--- src/rtl/seq_eight_bit_mult.sv ---
// Sequential 8x8 -> 16 multiplier that time-shares one external 4x4 multiplier over four cycles.
// Optional two's-complement mode is enabled by defining SEQ_MULT_SIGNED_EN.
module seq_eight_bit_mult (
    input  logic        clk,
    input  logic        rst,
    input  logic        start,
    input  logic [7:0]  M,
    input  logic [7:0]  Q,
    output logic [3:0]  mul_a,
    output logic [3:0]  mul_b,
    input  logic [7:0]  mul_p,
    output logic        busy,
    output logic        done,
    output logic [15:0] P
);

    typedef enum logic [1:0] {
        S_IDLE = 2'd0,
        S_MUL  = 2'd1,
        S_DONE = 2'd2
    } state_t;

    state_t      state_q;
    logic [1:0]  step_q;
    logic [7:0]  ml_q;
    logic [7:0]  ql_q;
    logic [15:0] acc_q;
    logic [15:0] p_q;
    logic        busy_q;
    logic        done_q;
    logic [15:0] term_d;
    logic [15:0] acc_d;
    logic        accept_d;
    logic [7:0]  ml_d;
    logic [7:0]  ql_d;

`ifdef SEQ_MULT_SIGNED_EN
    logic        neg_q;

    // Magnitude of an 8-bit two's-complement value; -128 wraps to 0x80, which is the correct magnitude.
    function automatic logic [7:0] mag8(input logic signed [7:0] v);
        return v[7] ? 8'(~v + 8'd1) : v;
    endfunction

    function automatic logic [15:0] apply_sign(input logic [15:0] v, input logic neg);
        return neg ? 16'(~v + 16'd1) : v;
    endfunction

    assign ml_d = mag8($signed(M));
    assign ql_d = mag8($signed(Q));
`else
    assign ml_d = M;
    assign ql_d = Q;
`endif

    assign accept_d = start && (state_q != S_MUL);

    always_comb begin
        mul_a = 4'd0;
        mul_b = 4'd0;
        if (state_q == S_MUL) begin
            mul_a = step_q[0] ? ml_q[7:4] : ml_q[3:0];
            mul_b = step_q[1] ? ql_q[7:4] : ql_q[3:0];
        end
    end

    always_comb begin
        term_d = 16'd0;
        case (step_q)
            2'd0:    term_d = {8'd0, mul_p};
            2'd1,
            2'd2:    term_d = {4'd0, mul_p, 4'd0};
            default: term_d = {mul_p, 8'd0};
        endcase
        acc_d = acc_q + term_d;
    end

    always_ff @(posedge clk) begin
        if (rst) begin
            state_q <= S_IDLE;
            step_q  <= 2'd0;
            ml_q    <= 8'd0;
            ql_q    <= 8'd0;
            acc_q   <= 16'd0;
            p_q     <= 16'd0;
            busy_q  <= 1'b0;
            done_q  <= 1'b0;
`ifdef SEQ_MULT_SIGNED_EN
            neg_q   <= 1'b0;
`endif
        end else begin
            done_q <= 1'b0;
            case (state_q)
                S_MUL: begin
                    step_q <= step_q + 2'd1;
                    if (step_q == 2'd3) begin
                        state_q <= S_DONE;
                        acc_q   <= acc_d;
                        busy_q  <= 1'b0;
                        done_q  <= 1'b1;
`ifdef SEQ_MULT_SIGNED_EN
                        p_q     <= apply_sign(acc_d, neg_q);
`else
                        p_q     <= acc_d;
`endif
                    end else begin
                        acc_q <= acc_d;
                    end
                end
                default: begin
                    // IDLE and DONE behave identically on start; DONE falls back to IDLE otherwise.
                    if (accept_d) begin
                        state_q <= S_MUL;
                        step_q  <= 2'd0;
                        ml_q    <= ml_d;
                        ql_q    <= ql_d;
                        acc_q   <= 16'd0;
                        busy_q  <= 1'b1;
`ifdef SEQ_MULT_SIGNED_EN
                        neg_q   <= M[7] ^ Q[7];
`endif
                    end else begin
                        state_q <= S_IDLE;
                    end
                end
            endcase
        end
    end

    assign busy = busy_q;
    assign done = done_q;
    assign P    = p_q;

endmodule

--- config.mk ---
export PLATFORM = sky130hd
export DESIGN_NAME = seq_eight_bit_mult
export DESIGN_NICKNAME = d
export VERILOG_FILES = /design/src/rtl/seq_eight_bit_mult.sv
export SDC_FILE = /design/constraint.sdc
export NUM_CORES = 1
export LEC_CHECK = 0
export CAP_MARGIN = 15
export CORE_MARGIN = 2
export CORE_UTILIZATION = 52
export CTS_CLUSTER_SIZE = 20
export DETAILED_ROUTE_END_ITERATION = 12
export PLACE_DENSITY = 0.8
export SYNTH_ARGS = -nofsm -noshare
export SYNTH_HDL_FRONTEND = slang
export SYNTH_SLANG_ARGS = --single-unit
--- constraint.sdc ---
create_clock -name clk -period 3.8 [get_ports clk]
set_input_delay 0.95 -clock clk [delete_from_list [all_inputs] [get_ports clk]]
set_output_delay 0.95 -clock clk [all_outputs]
set_load 0.01 [all_outputs]
==> metrics.md, run 1 <==
| Metric | Value |
|---|---|
| Slew Limit Fails | 0 |
| Required @ worst endpoint | 4020 ps |
| Die W | 77.2 um |
| Clock Tree Buf Depth | 2 |
| DRT iter0 DRCs | 247 |
| Slew HR | 50.1% |
| Fill count | 471 |
| Clock root buffer | clkbuf_8 |
| Number of distinct library cells after synthesis | 40 |
| Hold crit path type | reg -> reg |
| CP cell instances | clkdlybuf4s50_1, and2_1, ha_1, fa_1, a21oi_1, o211ai_2, a21boi_1, o221ai_1, xor2_1, a22o_1 |
| Core ar. | 5140 um2 |
| Grt met1 use | 29.3% |
| Area of the die | 5960 um2 |
| Post-CTS Setup Repair Bufs | 0 |
| Actual slew at the worst max-slew pin | 745 ps |
| Vias in the first global route | 2390 |
| Critical path arrival | 3430 ps |
| Site Rows | 26 |
| Number of routed nets with antenna violations | 0 |
| RSZ-0062 raised after global routing | no |
| Clock transition at path regs | 100 ps |
| Nets | 420 |
| Diode count | 0 |
| Total track usage | 23.0% |
| Max cap viols | 0 |
| Worst-path fanout max | 3 |
| CTS tree | done |
| Share of post-route cells with drive strength above 1 | 4.80% |
| Clk Latency, worst-skew pair | 310 ps |
| Synthesized area | 2790 um2 |
| Warnings from Yosys | 0 |
| Clock power frac | 32.8% |
| Largest net degree at the start of global routing | 30 |
| TritonCTS buffer count | 5 |
| Input/output buffers | 52 |
| Net Sw Frac | 27.1% |
| P_sw | 0.000332 W |
| DPL Wire Length | 4790 um |
| Top Ports | 53 |
| Initial antenna violation count | 0 |
| Setup CP Type | in -> reg |
| Achievable Freq | 311 MHz |
| Setup Skew | 7.31 ps |
| Pre-Repair DR Iteration Count | 5 |
| Peak VDD IR | 223 uV |
| Synth Instances | 332 |
| Via count | 2528 |
| Num Clock Sinks | 54 |
| Max H-tree Level | 2 |
| Gate power share | 18.3% |
| Synthesized Nets | 377 |
| Post-synth EDFFs | 0 |
| Synthesized area per cell | 8.40 um2 |
| Power density over cell area | 355 nW/um2 |
| Total power | 0.00123 W |
| GRT met3 Usage | 5.06% |
| # setup viols final | 0 |
| FF+latch count, synth | 54 |
| Cts hold-fix bufs | 0 |
| Drt drc | 0 |
| Setup TNS | 0 ps |
| WL final | 6720 um |
| Outcome | finished clean |
| Overflow after GRT | 0 |
| Global Route met2 Usage | 37.7% |
| Fin crit period | 3210 ps |
| Fin crit share | 84.6% |
| Leakage power | 1.40 nW |
| Seq/Total Area, Yosys | 38.8% |
| Global-route wire length before repair | 11100 um |
| Hold Fails Final Rpt | 0 |
| Primary FF master, synth | dfxtp_1 |
| Internal | 0.000894 W |
| Crit. End Element | flop |
| Grt peak-use layer | met2 |
| Routed len/inst | 15.1 um |
| Worst Setup Start Kind | primary input |
| P&R area growth vs syn | 23.9% |
| CP peak stage delay | 470 ps |
| RePlAce Congestion | 0.971 |
| Initial Util | 54.2% |
| Post-CTS sizing | 0 |
| Die height | 77.2 um |
| Post-synth ARST share | 0% |
| Max stage delay cell, worst path | clkdlybuf4s50_1 |
| Sequential Power Share | 48.9% |
| DR vias/cell | 5.68 |
## per-layer routing
layer	wire, um	vias up
met5	0	-
met1	3030	1177
met4	148	0
li1	-	1238
met3	404	20
met2	3140	93
## stage by stage
step	hold WS, ps	setup slack (ps)	cell area (um2)	utilization, %	cells
6_report	461	586	3450	67.2	445
5_1_grt	479	354	3450	67.2	445
4_1_cts	460	595	3450	67.2	445
3_5_place_dp	446	297	3340	65.0	438
3_3_place_gp	442	338	3340	65.0	438
2_1_floorplan	436	817	2790	-	332
## final cells by class
type	count	area [um2]	share of cell area, %
Inverter	9	33.8	0.978
Multi-Input combinational cell	249	1590	46.0
Sequential cell	54	1080	31.3
Timing Repair Buffer	56	551	15.9
Tap cell	70	87.6	2.54
Clock buffer	6	82.6	2.39
Clock inverter	1	30.0	0.870
## worst max-delay path, delay by kind of cell
| family | cells | cell delay [ps] |
|---|---|---|
| AO/OA/AOI/OAI | 5 | 1040 |
| XOR/XNOR | 1 | 180 |
| buffers and inverters | 1 | 470 |
| adder cells (fa/ha/maj) | 2 | 620 |
| AND/OR/NAND/NOR | 1 | 170 |
## worst paths after layout
path,start,endpoint,slack (ps),cells after the start
worst max-delay path,mul_p[0],P[12],590,10
worst min-delay path,ml_q[4],ml_q[4],460,2
worst max register to register,step_q[0],P[12],590,12
worst min register to register,ml_q[4],ml_q[4],460,2
## synth_stat cells (3+ instances only)
cell type / count / area [um2]
buf_1: 4 / 15.0
inv_1: 9 / 33.8
o21ai_0: 12 / 60.1
a22oi_1: 4 / 30.0
nor3b_1: 3 / 22.5
clkbuf_1: 10 / 37.5
nand2_1: 61 / 229
nor2_1: 21 / 78.8
a22o_1: 23 / 201
mux2i_1: 8 / 80.1
and2_1: 8 / 50.1
nor3_1: 4 / 20.0
a21oi_1: 43 / 215
nand3b_1: 3 / 22.5
xor2_1: 10 / 87.6
dfxtp_1: 54 / 1080
nand4_1: 3 / 18.8
xnor2_1: 5 / 43.8
ha_1: 17 / 213
buf_2: 5 / 25.0
## power by group through the flow
stage                     registers (W)  logic, W  clock network (W)
final                          0.000600  0.000225           0.000402
after global routing           0.000603  0.000247           0.000425
after CTS                      0.000600  0.000222           0.000403
after detailed placement       0.000613  0.000219                  0
after global placement         0.000612  0.000217                  0
after floorplan                0.000608  0.000150                  0
## registers in the layout (all words and copies together), names as in the netlist
name,flops
busy,1
state_q,2
P,16
done,1
step_q,2
ql_q,8
acc_q,16
ml_q,8
## cells in the final DEF (no fill, tap or decap), types with 2 or more instances in the layout
master / instances
a21oi_1: 43
nand3b_1: 3
xnor2_1: 5
mux2i_1: 8
a22oi_1: 4
and2_1: 8
nand4_1: 3
clkdlybuf4s50_1: 52
clkbuf_8: 6
xor2_1: 10
o21ai_0: 12
o21a_1: 2
a22o_1: 23
nor2b_1: 2
nor2_1: 21
o21bai_1: 2
dfxtp_1: 54
nand2_1: 61
buf_4: 4
ha_1: 17
o31ai_1: 2
inv_1: 9
nor3_1: 4
o41ai_2: 2
nor3b_1: 3
## cell families after synthesis
| family | after synthesis | share of synthesized area (%) |
|---|---|---|
| buffers and inverters | 29 | 4.26 |
| and+or+nand+nor | 110 | 17.6 |
| AOI/OAI and AO/OA | 98 | 23.4 |
| adders and majority gates | 18 | 8.35 |
| muxes | 8 | 2.87 |
| DFF | 54 | 38.8 |
| xor gates and xnor gates | 15 | 4.71 |
No activity file was read; power rests on OpenSTA's default activity.
==> run 2, diff against run 1 <==
--- a/config.mk
+++ b/config.mk
@@ -7,10 +7,10 @@
 export LEC_CHECK = 0
 export CAP_MARGIN = 15
 export CORE_MARGIN = 2
-export CORE_UTILIZATION = 52
+export CORE_UTILIZATION = 47
 export CTS_CLUSTER_SIZE = 20
 export DETAILED_ROUTE_END_ITERATION = 12
-export PLACE_DENSITY = 0.8
+export PLACE_DENSITY = 0.76
 export SYNTH_ARGS = -nofsm -noshare
 export SYNTH_HDL_FRONTEND = slang
 export SYNTH_SLANG_ARGS = --single-unit
==> constraint.sdc (replaced) <==
create_clock -name clk -period 2.84 [get_ports clk]
set_input_delay 0.71 -clock clk [delete_from_list [all_inputs] [get_ports clk]]
set_output_delay 0.71 -clock clk [all_outputs]
set_load 0.01 [all_outputs]
==> run 2 against run 1 <==
Against the previous run: utilization down 1.8 points; worst setup slack worse by 490 ps; flip-flop and latch count unchanged; final cell count up 10%; die area up 10%; power up 42%; combinational power up 76%; design area up 10%; sequential share of layout area down 2.8 points; largest power group unchanged.
==> metrics.md, run 2 (synthesized netlist as in run 1, its figures left out) <==
| Metric | Value |
|---|---|
| Outcome | finished clean |
| Share of post-route cells with drive strength above 1 | 16.6% (+12 points) |
| Vias in the first global route | 2577 (+7.8%) |
| Sequential Power Share | 46.2% (-2.7 points) |
| Worst reg2reg path depth | 12 (unchanged) |
| Input/output buffers | 52 (unchanged) |
| Required @ worst endpoint | 3050 ps (-970 ps) |
| Achievable Freq | 364 MHz |
| CTS tree | done |
| RSZ-0062 raised after global routing | yes |
| Die W | 81.0 um (+4.9%) |
| Fin crit share | 96.7% |
| Clock root buffer | clkbuf_8 |
| Clock power frac | 31.0% (-1.8 points) |
| Reg2Reg Setup Slack | 170 ps (-420 ps) |
| Largest net degree at the start of global routing | 21 (-30%) |
| Die height | 81.0 um (+4.9%) |
| Number of routed nets with antenna violations | 0 (unchanged) |
| Initial Util | 47.9% (-6.3 points) |
| DR vias/cell | 5.38 (-5.3%) |
| Slew HR | 54.0% (+3.9 points) |
| RePlAce Congestion | 0.968 (-0.37%) |
| Most common cell after layout, fill and taps aside | nand2_1 |
| Clk Latency, worst-skew pair | 310 ps (about the same) |
| Reg-to-Reg Start | step_q[0] |
| Peak VDD IR | 275 uV (+23%) |
| Num Clock Sinks | 54 (unchanged) |
| Post-Layout Cell Count | 490 (+10%) |
| Core ar. | 5820 um2 (+13%) |
| Actual slew at the worst max-slew pin | 691 ps (-54.2 ps) |
| Setup Skew | 10.3 ps (+2.95 ps) |
| Internal | 0.00125 W (+40%) |
| Max cap viols | 0 (unchanged) |
| Site Rows | 28 (+7.7%) |
| Dpl ws | -298 ps (-595 ps) |
| Inst Count DP | 480 (+9.6%) |
| Nets | 459 (+9.3%) |
| P_sw | 0.000486 W (+46%) |
| P&R area growth vs syn | 36.4% |
| Leakage power | 1.59 nW (+14%) |
| Power density over cell area | 457 nW/um2 (+29%) |
| # setup viols final | 0 (unchanged) |
| Final Worst Setup Slack | 93.4 ps (-493 ps) |
| Critical path arrival | 2950 ps (-480 ps) |
| Area of the die | 6560 um2 (+10%) |
| Drt drc | 0 (unchanged) |
| Min Hold Slack | 461 ps (+0.191 ps) |
| Worst Setup Start Kind | primary input |
| Setup CP Type | in -> reg |
| DPL Wire Length | 5370 um (+12%) |
| Max H-tree Level | 2 (unchanged) |
| Critical path startpoint | mul_p[3] |
| Hold Fails Final Rpt | 0 (unchanged) |
| Fin crit period | 2750 ps |
| Pre-Repair DR Iteration Count | 4 (-1) |
| Top Ports | 53 (unchanged) |
| Worst-path fanout max | 6 (+3) |
| WL final | 7300 um (+8.6%) |
| Fill count | 518 (+10%) |
| Cts hold-fix bufs | 0 (unchanged) |
| Clock Tree Buf Depth | 2 (unchanged) |
| Clock transition at path regs | 100 ps (about the same) |
| Total power | 0.00174 W (+42%) |
| Net Sw Frac | 28.0% (+0.89 points) |
| Overflow after GRT | 0 (unchanged) |
| Initial antenna violation count | 0 (unchanged) |
| Routed len/inst | 14.9 um (-1.4%) |
| TritonCTS buffer count | 5 (unchanged) |
| Diode count | 0 (unchanged) |
| DRT iter0 DRCs | 144 (-42%) |
| R2r endpoint | P[12] |
| Total track usage | 22.8% (-0.19 points) |
| Gate power share | 22.8% (+4.5 points) |
| Slew Limit Fails | 0 (unchanged) |
| Via count | 2635 (+4.2%) |
| Global-route wire length before repair | 11700 um (+5.0%) |
| Worst Setup EP | acc_q[14] |
| Hold crit path type | reg -> reg |
| Commonest cells after routing, fill and taps aside | nand2_1 (61), dfxtp_1 (52), clkdlybuf4s50_1 (52) |
| Crit. End Element | flop |
==> run 2: cell count changes in the layout (fill, tap and decap cells not counted), moves of 2 or more <==
cell / previous run / this run
dfxtp_1: 54 / 52
buf_4: 4 / 43
a21oi_2: 1 / 5
a21oi_1: 43 / 39
dfxtp_2: 0 / 2
==> run 2: power by group through the flow <==
stage	Sequential (W)	Combinational, W	Clock (W)
2_1_floorplan	0.000814	0.000202	0
3_3_place_gp	0.000817	0.000364	0
3_5_place_dp	0.000819	0.000372	0
4_1_cts	0.000801	0.000377	0.000547
5_1_grt	0.000806	0.000430	0.000578
6_report	0.000802	0.000396	0.000538
==> run 2: worst min path at each step <==
stage	cells past startpoint	from	end	slack [ps]
final	2	ml_q[1]	ml_q[1]	460
after global routing	2	ml_q[7]	ml_q[7]	480
after CTS	2	ql_q[1]	ql_q[1]	460
after detailed placement	2	ml_q[3]	ml_q[3]	450
after global placement	2	ml_q[1]	ml_q[1]	440
after floorplan	2	ml_q[0]	ml_q[0]	440
==> run 2: metrics by stage <==
stage / util, % / TNS (ps) / cell area [um2]
6_report: 65.4 / 0 / 3800
5_1_grt: 65.4 / -101 / 3800
4_1_cts: 64.5 / 0 / 3750
3_5_place_dp: 62.4 / -3410 / 3630
3_3_place_gp: 62.4 / -2420 / 3630
2_1_floorplan: - / 0 / 2790
==> run 2: final cells by class <==
class                      instances  area [um2]  share of cell area (%)
multi-input combinational        249        1630                    42.9
inverter                           9        33.8                   0.889
tap                               75        93.8                    2.47
clock inverter                     3        48.8                    1.28
clock buffer                       5        68.8                    1.81
timing repair buffer              95         843                    22.2
sequential                        54        1080                    28.5
==> run 2: metal layers <==
metal / wire length, um / GRT usage [%] / up-vias
li1: - / - / 1330
met5: 0 / 0 / -
met1: 3170 / 27.7 / 1232
met3: 241 / 4.00 / 13
met2: 3780 / 40.6 / 60
met4: 106 / 7.80 / 0
==> run 2: what timing repair did <==
action / in CTS / in global routing
resized for setup: 1 / 11
setup endpoints to repair: 1 / 20
setup buffers: 0 / 2
pin swaps: 0 / 3
==> run 2: critical path: stages <==
cell,delay [ps]
clkdlybuf4s50_1,490
a22oi_2,230
nor2_1,70
ha_1,360
a21oi_2,200
o21ai_0,130
o31ai_1,220
o311ai_1,150
xor2_1,170
a22o_1,210
